`config.mk`:
```
export PLATFORM = sky130hd
export DESIGN_NAME = operand_loader_flat
export DESIGN_NICKNAME = d
export VERILOG_FILES = /design/src/rtl/operand_loader_if.sv /design/src/rtl/operand_loader.sv /design/src/flat_wrapper.sv
export SDC_FILE = /design/constraint.sdc
export NUM_CORES = 1
export LEC_CHECK = 0
export BUFFER_PORTS_ARGS = -buffer_cell sky130_fd_sc_hd__buf_2
export CORE_AREA = 2 2 99 101
export DETAILED_ROUTE_END_ITERATION = 6
export DIE_AREA = 0 0 101 103
export MAX_ROUTING_LAYER = met4
export PLACE_DENSITY = 0.66
export SETUP_SLACK_MARGIN = 0.05
export SLEW_MARGIN = 10
export SYNTH_ARGS = -nofsm -noshare
export SYNTH_HDL_FRONTEND = slang
export SYNTH_SLANG_ARGS = --single-unit
```
`constraint.sdc`:
```
create_clock -name clk -period 5.9 [get_ports clk]
set_clock_uncertainty 0.2 [all_clocks]
set_input_delay 0.295 -clock clk [delete_from_list [all_inputs] [get_ports clk]]
set_output_delay 0.295 -clock clk [all_outputs]
set_load 0.01 [all_outputs]
```
`src/rtl/operand_loader_if.sv`:
```
// operand_loader_if
//   Bundles the slide-switch / push-button inputs and the operand outputs of
//   the operand loader so the front-end connects to the rest of the ALU demo
//   through a single port.
//
//   Signals:
//     switch      [9:0]   raw slide-switch levels
//     b0_n/b1_n/b2_n      raw push-buttons, low = pressed (load A / B / C)
//     a_reg       [N-1:0] operand A
//     b_reg       [N-1:0] operand B
//     c_reg       [9:0]   control word C
//     load_strobe [2:0]   one-cycle write pulse, bit k = register k written
//     held                high while waiting for all buttons to be released
//
//   Modports:
//     master  drives the raw inputs and observes the operands (board / bench)
//     slave   the operand loader itself
interface operand_loader_if #(
    parameter int N = 4
);
    logic [9:0]   switch;
    logic         b0_n;
    logic         b1_n;
    logic         b2_n;
    logic [N-1:0] a_reg;
    logic [N-1:0] b_reg;
    logic [9:0]   c_reg;
    logic [2:0]   load_strobe;
    logic         held;

    modport master (
        output switch, b0_n, b1_n, b2_n,
        input  a_reg, b_reg, c_reg, load_strobe, held
    );

    modport slave (
        input  switch, b0_n, b1_n, b2_n,
        output a_reg, b_reg, c_reg, load_strobe, held
    );
endinterface

```
`src/rtl/operand_loader.sv`:
```
// operand_loader
//   Clocked input front-end for the ALU demo. The three active-low buttons
//   and the ten slide switches are brought into the clock domain with
//   two-flop synchronisers, each button is debounced independently, and a
//   clean press of exactly one button copies the synchronised switch value
//   into operand A, B or the control word C. After a load the block waits in
//   HELD until every button has been released, so one press gives one load.
//
//   Parameters:
//     N                operand width of A and B (1..10), taken from switch[N-1:0]
//     DEBOUNCE_CYCLES  cycles a synchronised level must stay stable (>= 2)
//     DB_W             debounce counter width, must hold DEBOUNCE_CYCLES
//
//   Ports:
//     clk    system clock
//     rst_n  asynchronous active-low reset
//     bus    operand_loader_if slave modport (switches, buttons, operands,
//            load_strobe, held)
module operand_loader #(
    parameter int N               = 4,
    parameter int DEBOUNCE_CYCLES = 50000,
    parameter int DB_W            = 16
) (
    input  logic                clk,
    input  logic                rst_n,
    operand_loader_if.slave     bus
);

    localparam logic [DB_W-1:0] DB_LAST = DB_W'(DEBOUNCE_CYCLES - 1);

    typedef enum logic [2:0] {
        IDLE,
        LOAD_A,
        LOAD_B,
        LOAD_C,
        HELD
    } state_t;

    logic [2:0]      btn_raw;
    logic [2:0]      btn_s1;
    logic [2:0]      btn_s2;
    logic [9:0]      sw_s1;
    logic [9:0]      sw_s2;

    logic [2:0]      db_lvl;
    logic [2:0]      db_prev;
    logic [DB_W-1:0] db_cnt [3];
    logic [2:0]      press;

    state_t          state;
    state_t          state_next;

    logic [N-1:0]    a_q;
    logic [N-1:0]    b_q;
    logic [9:0]      c_q;

    assign btn_raw = {bus.b2_n, bus.b1_n, bus.b0_n};

    // Two-flop synchronisers. Buttons reset to the released level so that a
    // button held through reset is seen as a fresh press afterwards.
    always_ff @(posedge clk or negedge rst_n) begin
        if (!rst_n) begin
            btn_s1 <= 3'b111;
            btn_s2 <= 3'b111;
            sw_s1  <= '0;
            sw_s2  <= '0;
        end else begin
            btn_s1 <= btn_raw;
            btn_s2 <= btn_s1;
            sw_s1  <= bus.switch;
            sw_s2  <= sw_s1;
        end
    end

    // Per-button debounce. The counter only runs while the synchronised level
    // disagrees with the accepted level; any bounce back clears it, so the
    // new level must persist for DEBOUNCE_CYCLES consecutive cycles.
    // db_prev is a one-cycle delayed copy used to spot the falling edge.
    always_ff @(posedge clk or negedge rst_n) begin
        if (!rst_n) begin
            db_lvl  <= 3'b111;
            db_prev <= 3'b111;
            for (int k = 0; k < 3; k++) begin
                db_cnt[k] <= '0;
            end
        end else begin
            db_prev <= db_lvl;
            for (int k = 0; k < 3; k++) begin
                if (btn_s2[k] == db_lvl[k]) begin
                    db_cnt[k] <= '0;
                end else if (db_cnt[k] == DB_LAST) begin
                    db_lvl[k] <= btn_s2[k];
                    db_cnt[k] <= '0;
                end else begin
                    db_cnt[k] <= db_cnt[k] + 1'b1;
                end
            end
        end
    end

    // A press event lasts exactly the one cycle after the debounced level
    // has fallen.
    assign press = db_prev & ~db_lvl;

    // State register.
    always_ff @(posedge clk or negedge rst_n) begin
        if (!rst_n) begin
            state <= IDLE;
        end else begin
            state <= state_next;
        end
    end

    // Next-state logic. A load is only accepted when exactly one button has
    // just been pressed and the other two are fully released; anything else
    // (including simultaneous presses) is ignored in IDLE.
    always_comb begin
        state_next = state;
        case (state)
            IDLE: begin
                if (press == 3'b001 && db_lvl == 3'b110) begin
                    state_next = LOAD_A;
                end else if (press == 3'b010 && db_lvl == 3'b101) begin
                    state_next = LOAD_B;
                end else if (press == 3'b100 && db_lvl == 3'b011) begin
                    state_next = LOAD_C;
                end
            end
            LOAD_A, LOAD_B, LOAD_C: begin
                state_next = HELD;
            end
            HELD: begin
                if (db_lvl == 3'b111) begin
                    state_next = IDLE;
                end
            end
            default: begin
                state_next = IDLE;
            end
        endcase
    end

    // Operand registers are written on the edge that enters the LOAD state,
    // so they capture the synchronised switches seen at that edge and the new
    // value appears together with the strobe.
    always_ff @(posedge clk or negedge rst_n) begin
        if (!rst_n) begin
            a_q <= '0;
            b_q <= '0;
            c_q <= '0;
        end else begin
            if (state_next == LOAD_A) begin
                a_q <= sw_s2[N-1:0];
            end
            if (state_next == LOAD_B) begin
                b_q <= sw_s2[N-1:0];
            end
            if (state_next == LOAD_C) begin
                c_q <= sw_s2;
            end
        end
    end

    assign bus.a_reg       = a_q;
    assign bus.b_reg       = b_q;
    assign bus.c_reg       = c_q;
    assign bus.load_strobe = {state == LOAD_C, state == LOAD_B, state == LOAD_A};
    assign bus.held        = (state == HELD);

endmodule

```
`src/flat_wrapper.sv`:
```
// flat-port wrapper written by rule: the top's interface ports become plain ports
module operand_loader_flat 
#(
    parameter int N               = 4,
    parameter int DEBOUNCE_CYCLES = 50000,
    parameter int DB_W            = 16
)
  (clk, rst_n, bus_switch, bus_b0_n, bus_b1_n, bus_b2_n, bus_a_reg, bus_b_reg, bus_c_reg, bus_load_strobe, bus_held);
  operand_loader_if #(.N(N)) bus_i ();
  input  logic clk;
  input  logic rst_n;
  input wire logic [$bits(bus_i.switch)-1:0] bus_switch;
  input wire logic [$bits(bus_i.b0_n)-1:0] bus_b0_n;
  input wire logic [$bits(bus_i.b1_n)-1:0] bus_b1_n;
  input wire logic [$bits(bus_i.b2_n)-1:0] bus_b2_n;
  output wire logic [$bits(bus_i.a_reg)-1:0] bus_a_reg;
  output wire logic [$bits(bus_i.b_reg)-1:0] bus_b_reg;
  output wire logic [$bits(bus_i.c_reg)-1:0] bus_c_reg;
  output wire logic [$bits(bus_i.load_strobe)-1:0] bus_load_strobe;
  output wire logic [$bits(bus_i.held)-1:0] bus_held;
  assign bus_i.switch = bus_switch;
  assign bus_i.b0_n = bus_b0_n;
  assign bus_i.b1_n = bus_b1_n;
  assign bus_i.b2_n = bus_b2_n;
  assign bus_a_reg = bus_i.a_reg;
  assign bus_b_reg = bus_i.b_reg;
  assign bus_c_reg = bus_i.c_reg;
  assign bus_load_strobe = bus_i.load_strobe;
  assign bus_held = bus_i.held;
  operand_loader #(.N(N), .DEBOUNCE_CYCLES(DEBOUNCE_CYCLES), .DB_W(DB_W)) u_core (.clk(clk), .rst_n(rst_n), .bus(bus_i));
endmodule
```
==> out/metrics.cfg <==
[clocking]
root_buffer = clkbuf_8
tritoncts = done
clock_sinks = 101
clk_pin_slew_ns = 0.10
clock_path_buffers = 2
cts_buffers = 9
clock_latency_ns = 0.36
postCtsSetupBuffers = 0
htreeDepth = 3

[grt]
grt_usage = 0.1450
antenna_found_initial = 0
grt_pass1_vias = 2548
grt_pass1_wl_um = 11740
grt_overflow_total = 0
grt_start_max_net_pins = 59

[layout]
drive_above_1_share = 0.2331
largest_register = u_core.db_cnt
post-route-util = 0.5012
syn_to_final_growth_pct = 15.48
final_cell_mix = dfrtp_1 (89), nor2_1 (57), xnor2_1 (37)
largest_reg_flops = 48
antenna_cells = 0
layout_commonest_cell = dfrtp_1
nets = 412

[power]
peakVddDrop_mv = 0.1364
p_leak_nw = 2.086
power_density_mw_per_mm2 = 246.9

[floorplanning]
die_width_um = 101
rows = 36
die_y_um = 103
io-pin-count = 37
die_area_mm2 = 0.01040
initial_core_util = 0.4340
fp.coreArea_mm2 = 0.009459

[timing]
relSlewSlack = 0.3760
fin_crit_ns = 2.257
tns_ns = 0
rsz0062_at_grt = false
finalSetupViolations = 0
fin_ws_ns = 3.643
worst_pin_slew_ns = 0.9274
fin_crit_sh = 0.3825
fmax_ghz = 0.4431
finalMaxSlewViolations = 0
hold_viol = 0

[synthesis]
syn_nets = 353
netlist.area_leader.share = 0.5425
ys_ff_latch = 101
yosys-top-cells-area = dfrtp_1 (54%), xnor2_1 (7.9%), dfstp_2 (7.7%)
synth.distinct_cells = 30
synth.avg_cell_area_um2 = 12.25
yosys.area.top_type = dfrtp_1
synth_cells = 335
yosys_warnings = 0
synth.yosys.seq_area_share = 0.6193
synth_area_mm2 = 0.004105

[run]
maxCapViolCount = 0

[critical_path]
worstPathMaxFanout = 16
worst_ep_required_time_ns = 5.91
cp-start-kind = register
end_kind = register
rr_worst_depth = 4
path_class = register to register
worstPathArrival_ns = 2.27

[detailed_routing]
antenna_left = 0
firstDrtPassIters = 4
wirelength_um = 6704
drc_errors = 0
vias = 2599
viasPerCell = 5.066
drt_iter0_drc = 125
wl_per_cell_um = 13.07

[place]
gp_congestion = 0.8421
numPortBuffers = 36
dpl_worst_slack_ns = 3.642
place_hpwl_um = 4489

[min_path]
hold_class = register to register
hold_depth = 0

[status]
outcome = finished clean

==> power by group <==
part           leakage (nW)  switching [W]  internal (W)
sequential             1.31     0.00000824      0.000708
combinational         0.673      0.0000246     0.0000163
clock                0.0982       0.000249      0.000165
==> synthesized netlist by cell type <==
master / instances
nor2_1: 57
nor4b_1: 1
or3_4: 2
xor2_1: 8
nor2_2: 1
nand3b_1: 4
a31oi_1: 1
nand2_1: 12
inv_1: 10
buf_6: 2
dfrtp_1: 89
and2_1: 2
and3b_1: 1
nor4bb_1: 2
nor3b_1: 2
nor3_1: 12
nand4b_1: 1
nand4_1: 11
nor4_1: 15
and3_1: 3
ha_1: 3
mux2_2: 21
buf_2: 1
dfstp_2: 12
xnor2_1: 37
o41ai_4: 2
nor4b_2: 2
a21oi_1: 1
o21ai_0: 2
nand3_1: 18
==> cell families (layout without fill, tap and decap cells) <==
kind of cell,Yosys count,in the layout,synth area share
compound gates,6,6,0.01859
xor+xnor,45,45,0.09601
fa+ha+maj,3,3,0.009145
buf+inv,13,77,0.01585
flops,101,101,0.6193
mux,21,21,0.05761
simple gates,146,146,0.1835
==> path summary, 6_finish.rpt <==
path / end / start / slack, ns
min: u_core.sw_s2[8] / u_core.sw_s1[8] / 0.15
max in group asynchronous: u_core.db_cnt[5] / rst_n / 4.12
min in group asynchronous: u_core.sw_s1[5] / rst_n / 0.25
max: u_core.db_cnt[41] / u_core.db_cnt[32] / 3.64
min reg2reg: u_core.sw_s2[8] / u_core.sw_s1[8] / 0.15
max reg2reg: u_core.db_cnt[41] / u_core.db_cnt[32] / 3.64
==> area by class of cell <==
| cell class | count | area [µm²] |
|---|---|---|
| fill | 838 | 4718 |
| inverter | 10 | 37.54 |
| multi-input combinational | 221 | 1498 |
| timing repair buffer | 51 | 330.3 |
| clock inverter | 7 | 66.31 |
| clock buffer | 9 | 123.9 |
| sequential | 101 | 2542 |
| tap | 114 | 142.6 |
==> worst max-delay path, stage by stage, from the launching register on <==
cell and delay, ns:
dfrtp_1 0.40, ha_1 0.20, nand3_1 0.30, o41ai_4 0.88, nor2_1 0.13
==> timing repair <==
item                                   in CTS  in global routing
gates resized for setup                     0                  0
hold buffers                               14                  0
setup endpoints to repair                   0                  0
endpoints found under the hold margin      53                  0
==> per-layer routing <==
layer | routed length, µm | GRT usage | vias to the layer above | share of wire
li1 | - | - | 1270 | -
met1 | 3254 | 0.1945 | 1292 | 0.49
met2 | 3214 | 0.2241 | 33 | 0.48
met3 | 194 | 0.02237 | 4 | 0.029
met4 | 41 | 0.05613 | 0 | 0.0061
met5 | 0 | - | - | 0
==> stage by stage <==
stage / cell area (µm²) / power (W) / hold slack (ns) / cells
finish: 4741 / 0.001170 / 0.1491 / 513
global route: 4741 / 0.001224 / 0.1636 / 513
CTS: 4741 / 0.001183 / 0.1561 / 513
detailed placement: 4410 / 0.0007645 / 0.1114 / 483
global placement: 4410 / 0.0007628 / 0.1083 / 483
floorplan: 4105 / 0.0007422 / -0.2006 / 335
Power figures use the tool's default switching activity.
